File: src/rtl/cprv_id_stage.sv
// Decode stage: regfile read, immediate/field decode and shadow PC, registered
// toward execute behind a single-entry valid/ready pipeline register.
module cprv_id_stage #(
    parameter int INSTR_WIDTH = 32,
    parameter int DATA_WIDTH  = 64,
    parameter logic [DATA_WIDTH-1:0] RESET_PC = '0
) (
    input  logic                   clk,
    input  logic                   rst,
    input  logic                   valid_id_i,
    output logic                   ready_id_o,
    input  logic [INSTR_WIDTH-1:0] instr_data_id_i,
    input  logic                   flush_i,
    input  logic [DATA_WIDTH-1:0]  flush_pc_i,
    output logic [4:0]             rs1_addr_o,
    output logic [4:0]             rs2_addr_o,
    input  logic [DATA_WIDTH-1:0]  rs1_data_i,
    input  logic [DATA_WIDTH-1:0]  rs2_data_i,
    output logic                   valid_ex_o,
    input  logic                   ready_ex_i,
    output logic [DATA_WIDTH-1:0]  pc_ex_o,
    output logic [6:0]             opcode_ex_o,
    output logic [2:0]             funct3_ex_o,
    output logic [6:0]             funct7_ex_o,
    output logic [4:0]             rd_addr_ex_o,
    output logic                   rd_we_ex_o,
    output logic [DATA_WIDTH-1:0]  rs1_data_ex_o,
    output logic [DATA_WIDTH-1:0]  rs2_data_ex_o,
    output logic [DATA_WIDTH-1:0]  imm_ex_o,
    output logic                   illegal_ex_o
);

    localparam logic [6:0] OPC_LOAD     = 7'b0000011;
    localparam logic [6:0] OPC_MISC_MEM = 7'b0001111;
    localparam logic [6:0] OPC_OP_IMM   = 7'b0010011;
    localparam logic [6:0] OPC_AUIPC    = 7'b0010111;
    localparam logic [6:0] OPC_OP_IMM32 = 7'b0011011;
    localparam logic [6:0] OPC_STORE    = 7'b0100011;
    localparam logic [6:0] OPC_OP       = 7'b0110011;
    localparam logic [6:0] OPC_LUI      = 7'b0110111;
    localparam logic [6:0] OPC_OP32     = 7'b0111011;
    localparam logic [6:0] OPC_BRANCH   = 7'b1100011;
    localparam logic [6:0] OPC_JALR     = 7'b1100111;
    localparam logic [6:0] OPC_JAL      = 7'b1101111;
    localparam logic [6:0] OPC_SYSTEM   = 7'b1110011;

    logic                  cke;
    logic [DATA_WIDTH-1:0] pc_q;
    logic [31:0]           instr;
    logic [6:0]            opcode;
    logic [4:0]            rd;
    logic [DATA_WIDTH-1:0] imm_d;
    logic                  we_d;
    logic                  illegal_d;

    assign cke        = ~valid_ex_o | ready_ex_i;
    assign ready_id_o = cke & ~rst;
    assign instr      = instr_data_id_i[31:0];
    assign opcode     = instr[6:0];
    assign rd         = instr[11:7];
    assign rs1_addr_o = instr[19:15];
    assign rs2_addr_o = instr[24:20];

    // Opcode list already has [1:0]=2'b11, so the default arm covers compressed/bad low bits.
    always_comb begin
        imm_d     = '0;
        we_d      = 1'b0;
        illegal_d = 1'b0;
        case (opcode)
            OPC_JALR, OPC_LOAD, OPC_OP_IMM, OPC_OP_IMM32: begin
                imm_d = {{(DATA_WIDTH-12){instr[31]}}, instr[31:20]};
                we_d  = 1'b1;
            end
            OPC_SYSTEM, OPC_MISC_MEM:
                imm_d = {{(DATA_WIDTH-12){instr[31]}}, instr[31:20]};
            OPC_STORE:
                imm_d = {{(DATA_WIDTH-12){instr[31]}}, instr[31:25], instr[11:7]};
            OPC_BRANCH:
                imm_d = {{(DATA_WIDTH-13){instr[31]}}, instr[31], instr[7],
                         instr[30:25], instr[11:8], 1'b0};
            OPC_LUI, OPC_AUIPC: begin
                imm_d = {{(DATA_WIDTH-32){instr[31]}}, instr[31:12], 12'b0};
                we_d  = 1'b1;
            end
            OPC_JAL: begin
                imm_d = {{(DATA_WIDTH-21){instr[31]}}, instr[31], instr[19:12],
                         instr[20], instr[30:21], 1'b0};
                we_d  = 1'b1;
            end
            OPC_OP, OPC_OP32:
                we_d = 1'b1;
            default:
                illegal_d = 1'b1;
        endcase
    end

    always_ff @(posedge clk) begin
        if (rst) begin
            valid_ex_o    <= 1'b0;
            pc_ex_o       <= '0;
            opcode_ex_o   <= '0;
            funct3_ex_o   <= '0;
            funct7_ex_o   <= '0;
            rd_addr_ex_o  <= '0;
            rd_we_ex_o    <= 1'b0;
            rs1_data_ex_o <= '0;
            rs2_data_ex_o <= '0;
            imm_ex_o      <= '0;
            illegal_ex_o  <= 1'b0;
            pc_q          <= RESET_PC;
        end else if (flush_i) begin
            // Anything accepted this cycle is swallowed; data fields keep their old value.
            valid_ex_o <= 1'b0;
            pc_q       <= flush_pc_i;
        end else if (cke) begin
            valid_ex_o    <= valid_id_i;
            pc_ex_o       <= pc_q;
            opcode_ex_o   <= opcode;
            funct3_ex_o   <= instr[14:12];
            funct7_ex_o   <= instr[31:25];
            rd_addr_ex_o  <= rd;
            rd_we_ex_o    <= we_d & (rd != 5'd0);
            rs1_data_ex_o <= (rs1_addr_o == 5'd0) ? '0 : rs1_data_i;
            rs2_data_ex_o <= (rs2_addr_o == 5'd0) ? '0 : rs2_data_i;
            imm_ex_o      <= imm_d;
            illegal_ex_o  <= illegal_d;
            if (valid_id_i)
                pc_q <= pc_q + DATA_WIDTH'(4);
        end
    end

endmodule

File: config.mk
export PLATFORM = sky130hd
export DESIGN_NAME = cprv_id_stage
export DESIGN_NICKNAME = d
export VERILOG_FILES = /design/src/rtl/cprv_id_stage.sv
export SDC_FILE = /design/constraint.sdc
export NUM_CORES = 1
export LEC_CHECK = 0
export BUFFER_PORTS_ARGS = -buffer_cell sky130_fd_sc_hd__buf_2
export CAP_MARGIN = 20
export CORE_AREA = 2 2 202 204
export CTS_CLUSTER_DIAMETER = 150
export DETAILED_ROUTE_END_ITERATION = 16
export DIE_AREA = 0 0 204 206
export RECOVER_POWER = 25
export SYNTH_ARGS = -nofsm -noshare
export SYNTH_HDL_FRONTEND = slang
export SYNTH_SLANG_ARGS = --single-unit
File: constraint.sdc
create_clock -name clk -period 6.5 [get_ports clk]
set_input_delay 0 -clock clk [delete_from_list [all_inputs] [get_ports clk]]
set_output_delay 0 -clock clk [all_outputs]
set_load 0.03 [all_outputs]
After elaboration in Yosys (flattened, before gate mapping)
Index checks and enable logic that the tools add are counted.

operators by class
  add/sub/neg operators = 1
  equal/unequal tests = 13
  mux-type cells = 8
  bitwise logic cells = 6
  reductions and logical operators = 12

operators with widths
  cell                                                             number
  64-bit 2-to-1 mux                                                5
  64-bit case mux with 5 select lines                              1
  64-bit by 3-bit adder with 64-bit output, second input constant  1
  7-bit by 6-bit == test with 1-bit output, second input constant  4
  7-bit == test, second input constant                             4
  7-bit by 5-bit == test with 1-bit output, second input constant  3
  13-bit OR reduction                                              1
  5-bit logical NOT                                                2
  9-bit OR reduction                                               1
  7-bit by 2-bit == test with 1-bit output, second input constant  1
  7-bit by 4-bit == test with 1-bit output, second input constant  1
  6-bit OR reduction                                               1
  5-bit nonzero test                                               1
  2-bit AND reduction                                              2
  2-bit nonzero test                                               2
  2-bit OR reduction                                               2
  1-bit NOT                                                        3
  1-bit bitwise AND                                                2
  1-bit 2-to-1 mux                                                 2
  1-bit bitwise OR                                                 1

storage, ports and cells
  register bits = 345
  input port bits = 229
  output and inout bits = 292

Longest topological paths before layout
  word-level depth = 4
  mapped depth = 8
  depth with buffers taken out = 6

Worst setup path before layout
No wires, ideal clock.

  path type = register -> register
  start = register pc_q[7]
  end = register pc_q[44]
  library setup time = 91 ps
  arrival = 2256 ps
  required time = 6409 ps
  path slack = 4153 ps
  stages on the path, launching flop included = 8
  clock period less this slack = 2347 ps
  cell sequence = dfxtp_1 -> clkbuf_2 -> nand4_4 -> or3_1 -> buf_6 -> or4_4 -> or4_1 -> a311oi_1

between the ends
  word-level cells in the longest chain between the ends = 4

RTL lines
  element                                   RTL line  text
  from (decl)                               48        logic [DATA_WIDTH-1:0] pc_q;
  from (signal assigned)                    114       pc_q <= flush_pc_i;
  from (signal assigned)                    128       pc_q <= pc_q + DATA_WIDTH'(4);
  64-bit by 3-bit adder with 64-bit output  128
  64-bit 2-to-1 mux                         127       if (valid_id_i)
  64-bit 2-to-1 mux                         115       end else if (cke) begin
  64-bit 2-to-1 mux                         111       end else if (flush_i) begin

Every way passes these cells. The select of a mux whose other input is x is not followed.
A chain may end at the register's enable or synchronous reset.

Worst setup path after layout
  start = register pc_q[5]
  end = register pc_q[41]

Same word-level chain as after synthesis.

==> flow_summary.ini <==
[floorplanning]
start_util_pct = 31.9
core_area_um2 = 40200
die_area_um2 = 42000
die_x_um = 204
die_h_um = 206
rows = 74
ios = 521

[timing]
fmax_mhz = 345
rsz0062_at_grt = no
maxSlewViolCount = 0
setup_viol = 0
period_share_pct = 44.6
slew_headroom_pct = 23.6
worstMarginPinSlew_ps = 1150
setup_tns_ps = 0
finClkSkew_ps = 15.3
final.min_clock_period_ps = 2900
final_hold_viol_count = 0

[grt]
grt_pass1_wl_um = 76500
grt_start_max_net_pins = 168
antenna_found_initial = 2
groute.usage.overall_pct = 23.3
grt_overflow = 0
grt_pass1_vias = 13538

[logic_synthesis]
synth_edf_count = 0
synth-xor-area-share_pct = 2.53
yosysUniqueCellTypes = 58
async_flop_share_pct = 0
synthMuxAreaShare_pct = 0.322
yosysWarnings = 0
seq_area_frac_synth_pct = 48.9
synth.largest_area_cell = dfxtp_1
synthesis.area_um2 = 12800
synthMostInstantiatedCell = dfxtp_1
synth_top_family_by_area = simple AND/OR/NAND/NOR gates
ys_ff_latch = 313
yosys-top-cells-area = dfxtp_1 49%, a22oi_1 8.8%, nand2_1 6.8%
netlist.area_leader.share_pct = 48.9
synthesis.nets = 1761
syn_inst = 1531
synthSimpleGateAreaFrac_pct = 21.7
synthTopCellsByCount = 313 x dfxtp_1, 231 x nand2_1, 202 x nor2_1
synth_compound_area_share_pct = 20.0
ys.flop_type = dfxtp_1
syn_area_per_cell_um2 = 8.38
synth_adder_area_share_pct = 0.0976

[clocking]
cts_tree = yes
clkTransAtPathRegs_ps = 60
clockBufferDepth = 3
cts_sinks = 313
cts-buffers-inserted = 37
cts_setup_buffers = 0
h-tree-depth = 2
ctsHoldBuffers = 230
cts_root_buf = clkbuf_16
clk_latency_ps = 540
ctsResizeCount = 0

[finish]
nFillCells = 3930
design_area_um2 = 18700
drive_above_1_share_pct = 20.4
area_growth_pct = 46.0
fin_util_pct = 46.6
nets = 2398

[critical_path]
start_kind = flip-flop
critPathArrivalTime_ps = 3360
path_delay_family = simple AND/OR/NAND/NOR gates
endpoint_kind = flip-flop
crit_fanout = 12
cp_slowest_cell = nor3_1
path_cells = nand4_1, nor3_1, nand3_1, or4_1, a311oi_1
path_buf_inv = 0
critPathMaxStageDelay_ps = 710
critPathKind = reg -> reg
cp.required_ps = 6960

[routing]
vias = 13998
wirelength_um = 51700
drt_pass1_iterations = 5
drtAntennaViolNets = 0
drt-vias-per-instance = 5.14
dr.first_iter.drc_count = 1129
drc = 0
routedWlPerCell_um = 19.0

[job]
drv_cap = 0

[placement]
postPlaceCellArea_um2 = 15500
gp_congestion = 0.850
io_buffers = 520
place_hpwl_um = 34800

[outcome]
status = finished clean

[pwr]
ir_drop_mv = 0.183
powerDensity_nw_per_um2 = 259
total_leakage_power_nw = 7.58

[hold_path]
hold_class = in -> reg
==> final timing paths <==
kind                 end  cells past startpoint  slack [ps]   startpoint
max             pc_q[41]                      5        3600      pc_q[5]
min             pc_q[10]                      3          20      flush_i
max reg2reg     pc_q[41]                      5        3600      pc_q[5]
min reg2reg  pc_ex_o[31]                      2         450  pc_ex_o[31]
==> flip-flops by register name, indices dropped and copies added, names as in the netlist <==
register	count
rd_addr_ex_o	5
rs2_data_ex_o	64
funct7_ex_o	7
illegal_ex_o	1
imm_ex_o	32
rs1_data_ex_o	64
funct3_ex_o	3
valid_ex_o	1
rd_we_ex_o	1
pc_q	64
opcode_ex_o	7
pc_ex_o	64
==> report_power, final <==
group          total (mW)  leakage [nW]  switching, mW  internal (mW)
registers            2.11          2.57         0.0846           2.02
logic               0.741          4.45          0.461          0.280
clock network        2.01         0.554          0.828           1.18
total                4.86          7.58           1.37           3.48
==> tightest hold or removal path, delay by kind of cell <==
kind | cells | cell delay (ps)
and+or+nand+nor | 1 | 130
buffers and inverters | 1 | 320
AOI/OAI and AO/OA | 1 | 50
==> area by class of cell <==
class                   instances  area, µm²  area share [%]
well taps                     532        666            3.55
diodes                          2       5.00          0.0267
clock inverters                 7       78.8           0.421
inverters                      15       56.3           0.301
clock buffers                  55       1070            5.74
repair buffers                761       4820            25.7
multi-input cells            1040       5760            30.8
flip-flops and latches        313       6270            33.5
==> per-stage QoR <==
stage / std cells / hold slack, ps / worst slack, ps / total power [mW]
floorplan: 1531 / 132 / 4150 / 2.53
global placement: 2430 / 233 / 3640 / 2.77
detailed placement: 2431 / 244 / 3560 / 2.78
CTS: 2723 / 16.1 / 3630 / 4.91
global route: 2725 / 70.2 / 3350 / 5.05
finish: 2725 / 25.0 / 3600 / 4.86
==> cell families after synthesis <==
| kind of cell | after synthesis |
|---|---|
| AOI/OAI and AO/OA | 382 |
| adders and majority gates | 1 |
| muxes | 4 |
| DFF | 313 |
| and+or+nand+nor | 616 |
| xor gates and xnor gates | 37 |
| buffers and inverters | 178 |
==> placed cells by master (no fill, tap or decap), types with 7 or more instances in the layout <==
cell type,instances
o31ai_1,10
nand4_1,27
o21ai_0,19
nand3_1,34
buf_4,10
nand2_1,230
buf_2,370
or4_1,14
and3_1,9
a311oi_1,19
inv_1,14
nand3b_1,7
a31oi_1,25
a211oi_1,29
clkbuf_16,38
nor3_1,21
xor2_1,11
a22oi_1,150
nor4_1,28
dfxtp_1,313
xnor2_1,26
a21oi_1,105
clkbuf_1,160
or3_1,11
dlygate4sd3_1,230
nor2_1,201
==> metal layers <==
metal	global-route usage, %	routed length [µm]	vias to the layer above
li1	-	-	6679
met4	8.13	1560	0
met3	7.24	4550	107
met2	38.2	24400	581
met5	0	0	-
met1	28.9	21200	6631
Note: power is estimated with default switching activity, not from simulation.
